<file path="src/rtl/redmule_tile_obi2axi_bridge.sv">
// OBI-to-AXI4 single-beat bridge with one outstanding transaction; out-of-window requests get an OBI error with no AXI traffic.
// States: IDLE accept | WRITE AW/W pending | WAIT_B await B | READ AR pending | WAIT_R await R | RESP one-cycle rvalid.
module redmule_tile_obi2axi_bridge #(
    parameter int unsigned          ADDR_W   = 32,
    parameter int unsigned          DATA_W   = 32,
    parameter int unsigned          STRB_W   = DATA_W / 8,
    parameter int unsigned          RID_W    = 1,
    parameter int unsigned          AXI_ID_W = 2,
    parameter logic [AXI_ID_W-1:0]  AXI_ID   = '0,
    parameter logic [ADDR_W-1:0]    L2_START = 32'h2000_0000,
    parameter logic [ADDR_W-1:0]    L2_END   = 32'h3000_0000
) (
    input  logic                clk_i,
    input  logic                rst_i,
    input  logic                obi_req_i,
    output logic                obi_gnt_o,
    input  logic [ADDR_W-1:0]   obi_addr_i,
    input  logic                obi_we_i,
    input  logic [STRB_W-1:0]   obi_be_i,
    input  logic [DATA_W-1:0]   obi_wdata_i,
    input  logic [RID_W-1:0]    obi_aid_i,
    output logic                obi_rvalid_o,
    output logic [DATA_W-1:0]   obi_rdata_o,
    output logic                obi_err_o,
    output logic [RID_W-1:0]    obi_rid_o,
    output logic                aw_valid_o,
    input  logic                aw_ready_i,
    output logic [ADDR_W-1:0]   aw_addr_o,
    output logic [AXI_ID_W-1:0] aw_id_o,
    output logic [7:0]          aw_len_o,
    output logic [2:0]          aw_size_o,
    output logic [1:0]          aw_burst_o,
    output logic                aw_lock_o,
    output logic [3:0]          aw_cache_o,
    output logic [2:0]          aw_prot_o,
    output logic [3:0]          aw_qos_o,
    output logic                w_valid_o,
    input  logic                w_ready_i,
    output logic [DATA_W-1:0]   w_data_o,
    output logic [STRB_W-1:0]   w_strb_o,
    output logic                w_last_o,
    input  logic                b_valid_i,
    output logic                b_ready_o,
    input  logic [1:0]          b_resp_i,
    input  logic [AXI_ID_W-1:0] b_id_i,
    output logic                ar_valid_o,
    input  logic                ar_ready_i,
    output logic [ADDR_W-1:0]   ar_addr_o,
    output logic [AXI_ID_W-1:0] ar_id_o,
    output logic [7:0]          ar_len_o,
    output logic [2:0]          ar_size_o,
    output logic [1:0]          ar_burst_o,
    output logic                ar_lock_o,
    output logic [3:0]          ar_cache_o,
    output logic [2:0]          ar_prot_o,
    output logic [3:0]          ar_qos_o,
    input  logic                r_valid_i,
    output logic                r_ready_o,
    input  logic [DATA_W-1:0]   r_data_i,
    input  logic [1:0]          r_resp_i,
    input  logic [AXI_ID_W-1:0] r_id_i,
    input  logic                r_last_i
);

    typedef enum logic [2:0] {
        IDLE,
        WRITE,
        WAIT_B,
        READ,
        WAIT_R,
        RESP
    } state_t;

    state_t              state;
    logic [ADDR_W-1:0]   addr_q;
    logic [STRB_W-1:0]   be_q;
    logic [DATA_W-1:0]   wdata_q;
    logic [RID_W-1:0]    aid_q;
    logic                in_window;
    logic                unused_inputs;

    // IDs and low response bits carry nothing this bridge acts on.
    assign unused_inputs = ^{b_id_i, r_id_i, r_last_i, b_resp_i[0], r_resp_i[0]};

    assign in_window = (obi_addr_i >= L2_START) && (obi_addr_i < L2_END);
    assign obi_gnt_o = (state == IDLE) && obi_req_i && !rst_i;

    assign aw_addr_o  = addr_q;
    assign ar_addr_o  = addr_q;
    assign w_data_o   = wdata_q;
    assign w_strb_o   = be_q;
    assign w_last_o   = 1'b1;
    assign aw_id_o    = AXI_ID;
    assign ar_id_o    = AXI_ID;
    assign aw_len_o   = 8'd0;
    assign ar_len_o   = 8'd0;
    assign aw_size_o  = 3'($clog2(STRB_W));
    assign ar_size_o  = 3'($clog2(STRB_W));
    assign aw_burst_o = 2'b01;
    assign ar_burst_o = 2'b01;
    assign aw_lock_o  = 1'b0;
    assign ar_lock_o  = 1'b0;
    assign aw_cache_o = 4'd0;
    assign ar_cache_o = 4'd0;
    assign aw_prot_o  = 3'd0;
    assign ar_prot_o  = 3'd0;
    assign aw_qos_o   = 4'd0;
    assign ar_qos_o   = 4'd0;

    always_ff @(posedge clk_i) begin
        if (rst_i) begin
            state        <= IDLE;
            addr_q       <= '0;
            be_q         <= '0;
            wdata_q      <= '0;
            aid_q        <= '0;
            aw_valid_o   <= 1'b0;
            w_valid_o    <= 1'b0;
            ar_valid_o   <= 1'b0;
            b_ready_o    <= 1'b0;
            r_ready_o    <= 1'b0;
            obi_rvalid_o <= 1'b0;
            obi_err_o    <= 1'b0;
            obi_rdata_o  <= '0;
            obi_rid_o    <= '0;
        end else begin
            case (state)
                IDLE: begin
                    if (obi_gnt_o) begin
                        addr_q  <= obi_addr_i;
                        be_q    <= obi_be_i;
                        wdata_q <= obi_wdata_i;
                        aid_q   <= obi_aid_i;
                        if (!in_window) begin
                            state        <= RESP;
                            obi_rvalid_o <= 1'b1;
                            obi_err_o    <= 1'b1;
                            obi_rdata_o  <= '0;
                            obi_rid_o    <= obi_aid_i;
                        end else if (obi_we_i) begin
                            state      <= WRITE;
                            aw_valid_o <= 1'b1;
                            w_valid_o  <= 1'b1;
                        end else begin
                            state      <= READ;
                            ar_valid_o <= 1'b1;
                        end
                    end
                end
                WRITE: begin
                    // A low valid doubles as the "already sent" flag for its channel.
                    if (aw_valid_o && aw_ready_i) aw_valid_o <= 1'b0;
                    if (w_valid_o && w_ready_i) w_valid_o <= 1'b0;
                    if ((!aw_valid_o || aw_ready_i) && (!w_valid_o || w_ready_i)) begin
                        state     <= WAIT_B;
                        b_ready_o <= 1'b1;
                    end
                end
                WAIT_B: begin
                    if (b_valid_i) begin
                        state        <= RESP;
                        b_ready_o    <= 1'b0;
                        obi_rvalid_o <= 1'b1;
                        obi_err_o    <= b_resp_i[1];
                        obi_rdata_o  <= '0;
                        obi_rid_o    <= aid_q;
                    end
                end
                READ: begin
                    if (ar_ready_i) begin
                        state      <= WAIT_R;
                        ar_valid_o <= 1'b0;
                        r_ready_o  <= 1'b1;
                    end
                end
                WAIT_R: begin
                    if (r_valid_i) begin
                        state        <= RESP;
                        r_ready_o    <= 1'b0;
                        obi_rvalid_o <= 1'b1;
                        obi_err_o    <= r_resp_i[1];
                        obi_rdata_o  <= r_resp_i[1] ? '0 : r_data_i;
                        obi_rid_o    <= aid_q;
                    end
                end
                RESP: begin
                    state        <= IDLE;
                    obi_rvalid_o <= 1'b0;
                    obi_err_o    <= 1'b0;
                    obi_rdata_o  <= '0;
                    obi_rid_o    <= '0;
                end
                default: state <= IDLE;
            endcase
        end
    end

endmodule

</file>
<file path="config.mk">
export PLATFORM = sky130hd
export DESIGN_NAME = redmule_tile_obi2axi_bridge
export DESIGN_NICKNAME = d
export VERILOG_FILES = /design/src/rtl/redmule_tile_obi2axi_bridge.sv
export SDC_FILE = /design/constraint.sdc
export NUM_CORES = 1
export LEC_CHECK = 0
export ABC_AREA = 0
export CORE_MARGIN = 5
export CORE_UTILIZATION = 39
export DETAILED_ROUTE_END_ITERATION = 8
export DONT_BUFFER_PORTS = 1
export HOLD_SLACK_MARGIN = 0.15
export PLACE_DENSITY_LB_ADDON = 0.1
export SLEW_MARGIN = 30
export SYNTH_ARGS = -nofsm -noshare
export SYNTH_HDL_FRONTEND = slang
export SYNTH_SLANG_ARGS = --single-unit
export TNS_END_PERCENT = 20
</file>
<file path="constraint.sdc">
create_clock -name clk_i -period 2.7 [get_ports clk_i]
set_clock_uncertainty 0.15 [all_clocks]
set_input_delay 0.675 -clock clk_i [delete_from_list [all_inputs] [get_ports clk_i]]
set_output_delay 0.675 -clock clk_i [all_outputs]
set_load 0.02 [all_outputs]
</file>
==> metrics.txt <==
status finished clean; largest net degree at the start of global routing about 120; Synth Instances 610; Syn Area/Cell 8.59 sq um; Critical Path RT approximately 1900 ps; most common cell after layout, fill and taps aside dfxtp_1; Worst Setup End Kind output port; Max FO, Critical Path 13; Yosys reg bits 112; slack of the critical path 348 ps; max-cap violation count 0; gr busiest metal met2; ys flop type dfxtp_1; WL final 12600 um; drt first pass iters 4; # diodes 0; TritonCTS clock tree built; DRC 0; Clock Root Buffer clkbuf_16; vias in the first global route 3487; Post-Syn Area 5240 sq um; EDFF count, synth 0; GRT Overall Usage around 15%; ys async rst share 0%; post-CTS setup buffer count 0; final hold vios 0; Area growth syn-to-layout -1.86%; Synth Area in Adders 0%; nets 674; leakage power total 1.99 nW; worst slew pin tran roughly 680 ps; worst rel slew slack between 50% and 60%; Die Wd between 100 and 150 um; initial antenna violation count 0; GPL Wtd Cong 0.768; num rows 42; Filler cells 1343; Longest Clk Path Bufs 2; layout cells sized above 1 5.36%; mux contribution to synthesized area under 10%; area fraction in compound gates after synthesis 10.7%; Global Route met2 Usage 24.4%; area share of xor/xnor cells in the synthesized design 0%; PortBufs 0; post-detail-place hpwl 9090 um; largest family of logic cells by synthesized area simple AND/OR/NAND/NOR gates; nature of the critical path startpoint flip-flop; CTS Hold Bufs 0; fin area 5140 sq um; Synth Area in Simple Gates 22.6%; min-delay worst type in -> reg; fin crit share a little under 90%; core box area approximately 13000 sq um; count of different cell masters after synthesis 38; Clk Latency, worst-skew pair 350 ps; Tmin final 2350 ps; met3 Usage GRT 7.20%; register area share after synthesis 42.8%; H-Tree Depth 3; R2R setup slack 540 ps; PD cells 973 nW/um^2; FMAX 425 MHz; first-pass GRT wire length 19300 um; DR vias around 3500; unrepaired setup endpoints after global routing false; total I/O pin count 315; max-slew violations 0; Ys Warns 0; drt wl/cell between 15 and 20 um; Num CTS Buffers 9; remaining global-route overflow 0; Crit Path Class reg -> out; post_cts resized 0; Sink Count 112; DRC violation total after the first TritonRoute iteration 169; pre-CTS setup slack 239 ps; Sum Neg Setup Slack 0 ps; Critical Path AT between 1500 and 2000 ps; final setup vio count 0; GR Util met1 17.6%; Max VDD drop 0.397 mV; Vert. Die Dim 126 um; clock-pin slew on the worst setup and hold paths 80 ps; vias per cell 4.76; most frequent cells in the layout dfxtp_1 (112), nand2_1 (104), nand2b_1 (103); DIE AREA approximately 16000 sq um; Starting Density 39.7%; placed instance area 4870 sq um; post-route ant nets 0
[layout make-up]
type / count / area (sq um) / area share, %
clock inverter: 7 / 47.5 / 0.925
clock buffer: 9 / 225 / 4.38
tap: 176 / 220 / 4.28
multi-input combinational: 419 / 2320 / 45.1
inverter: 6 / 22.5 / 0.438
timing repair buffer: 7 / 65.1 / 1.27
sequential: 112 / 2240 / 43.6
[Yosys cell counts, types with 4 or more instances]
| cell | n | area share (%) |
|---|---|---|
| dfxtp_1 | 112 | 43 |
| a21oi_1 | 7 | 0.67 |
| mux2i_1 | 34 | 6.5 |
| nor2_1 | 8 | 0.57 |
| nand2b_1 | 103 | 12 |
| o21ai_0 | 70 | 6.7 |
| nand2_1 | 104 | 7.5 |
| clkbuf_1 | 32 | 2.3 |
| buf_4 | 87 | 12 |
| inv_1 | 6 | 0.43 |
| a31oi_1 | 4 | 0.48 |
[state kept, by name (all words and copies together), names as in the netlist]
name	flops
w_strb_o	4
obi_rdata_o	32
obi_rvalid_o	1
obi_rid_o	1
w_valid_o	1
aw_valid_o	1
w_data_o	32
state	3
ar_addr_o	32
b_ready_o	1
obi_err_o	1
aid_q	1
ar_valid_o	1
r_ready_o	1
[critical path, cell delays in order (launching register included)]
cell,delay [ps]
dfxtp_1,450
or3_4,480
nor2_8,240
[logic make-up (layout without fill, tap and decap cells)]
family | count (synthesis) | count (layout)
simple gates | 230 | 230
buf+inv | 132 | 29
flops | 112 | 112
compound gates | 99 | 99
mux | 35 | 35
other cells | 2 | 55
[layer usage]
layer	vias up	share of wire, %
met1	1590	40
li1	1720	-
met5	-	0
met4	0	1.5
met3	14	12
met2	179	46
[path summary, 6_finish.rpt]
check | start | cells after the start | endpoint
worst min register to register | aid_q$_SDFFE_PP0P_ | 2 | aid_q$_SDFFE_PP0P_
worst max register to register | state[0]$_SDFFE_PP0P_ | 5 | obi_rdata_o[11]$_SDFFE_PP0P_
worst min-delay path | rst_i | 1 | aw_valid_o$_SDFFE_PP0P_
worst max-delay path | state[0]$_SDFFE_PP0P_ | 2 | obi_gnt_o
[power breakdown]
group | internal (mW) | total [mW] | switching (mW)
logic | 0.415 | 1.02 | 0.607
clock network | 0.627 | 1.25 | 0.621
registers | 1.95 | 2.73 | 0.780
total | 2.99 | 5.00 | 2.01
[per-stage QoR]
step	cells	total power, mW	hold WS [ps]	util (%)
after floorplan	663	3.85	300	-
after global placement	720	3.78	325	36.9
after detailed placement	720	3.81	326	36.9
after CTS	736	5.08	237	39.0
after global routing	736	5.30	245	39.0
final	736	5.00	246	39.0
No activity file was read; power rests on OpenSTA's default activity.
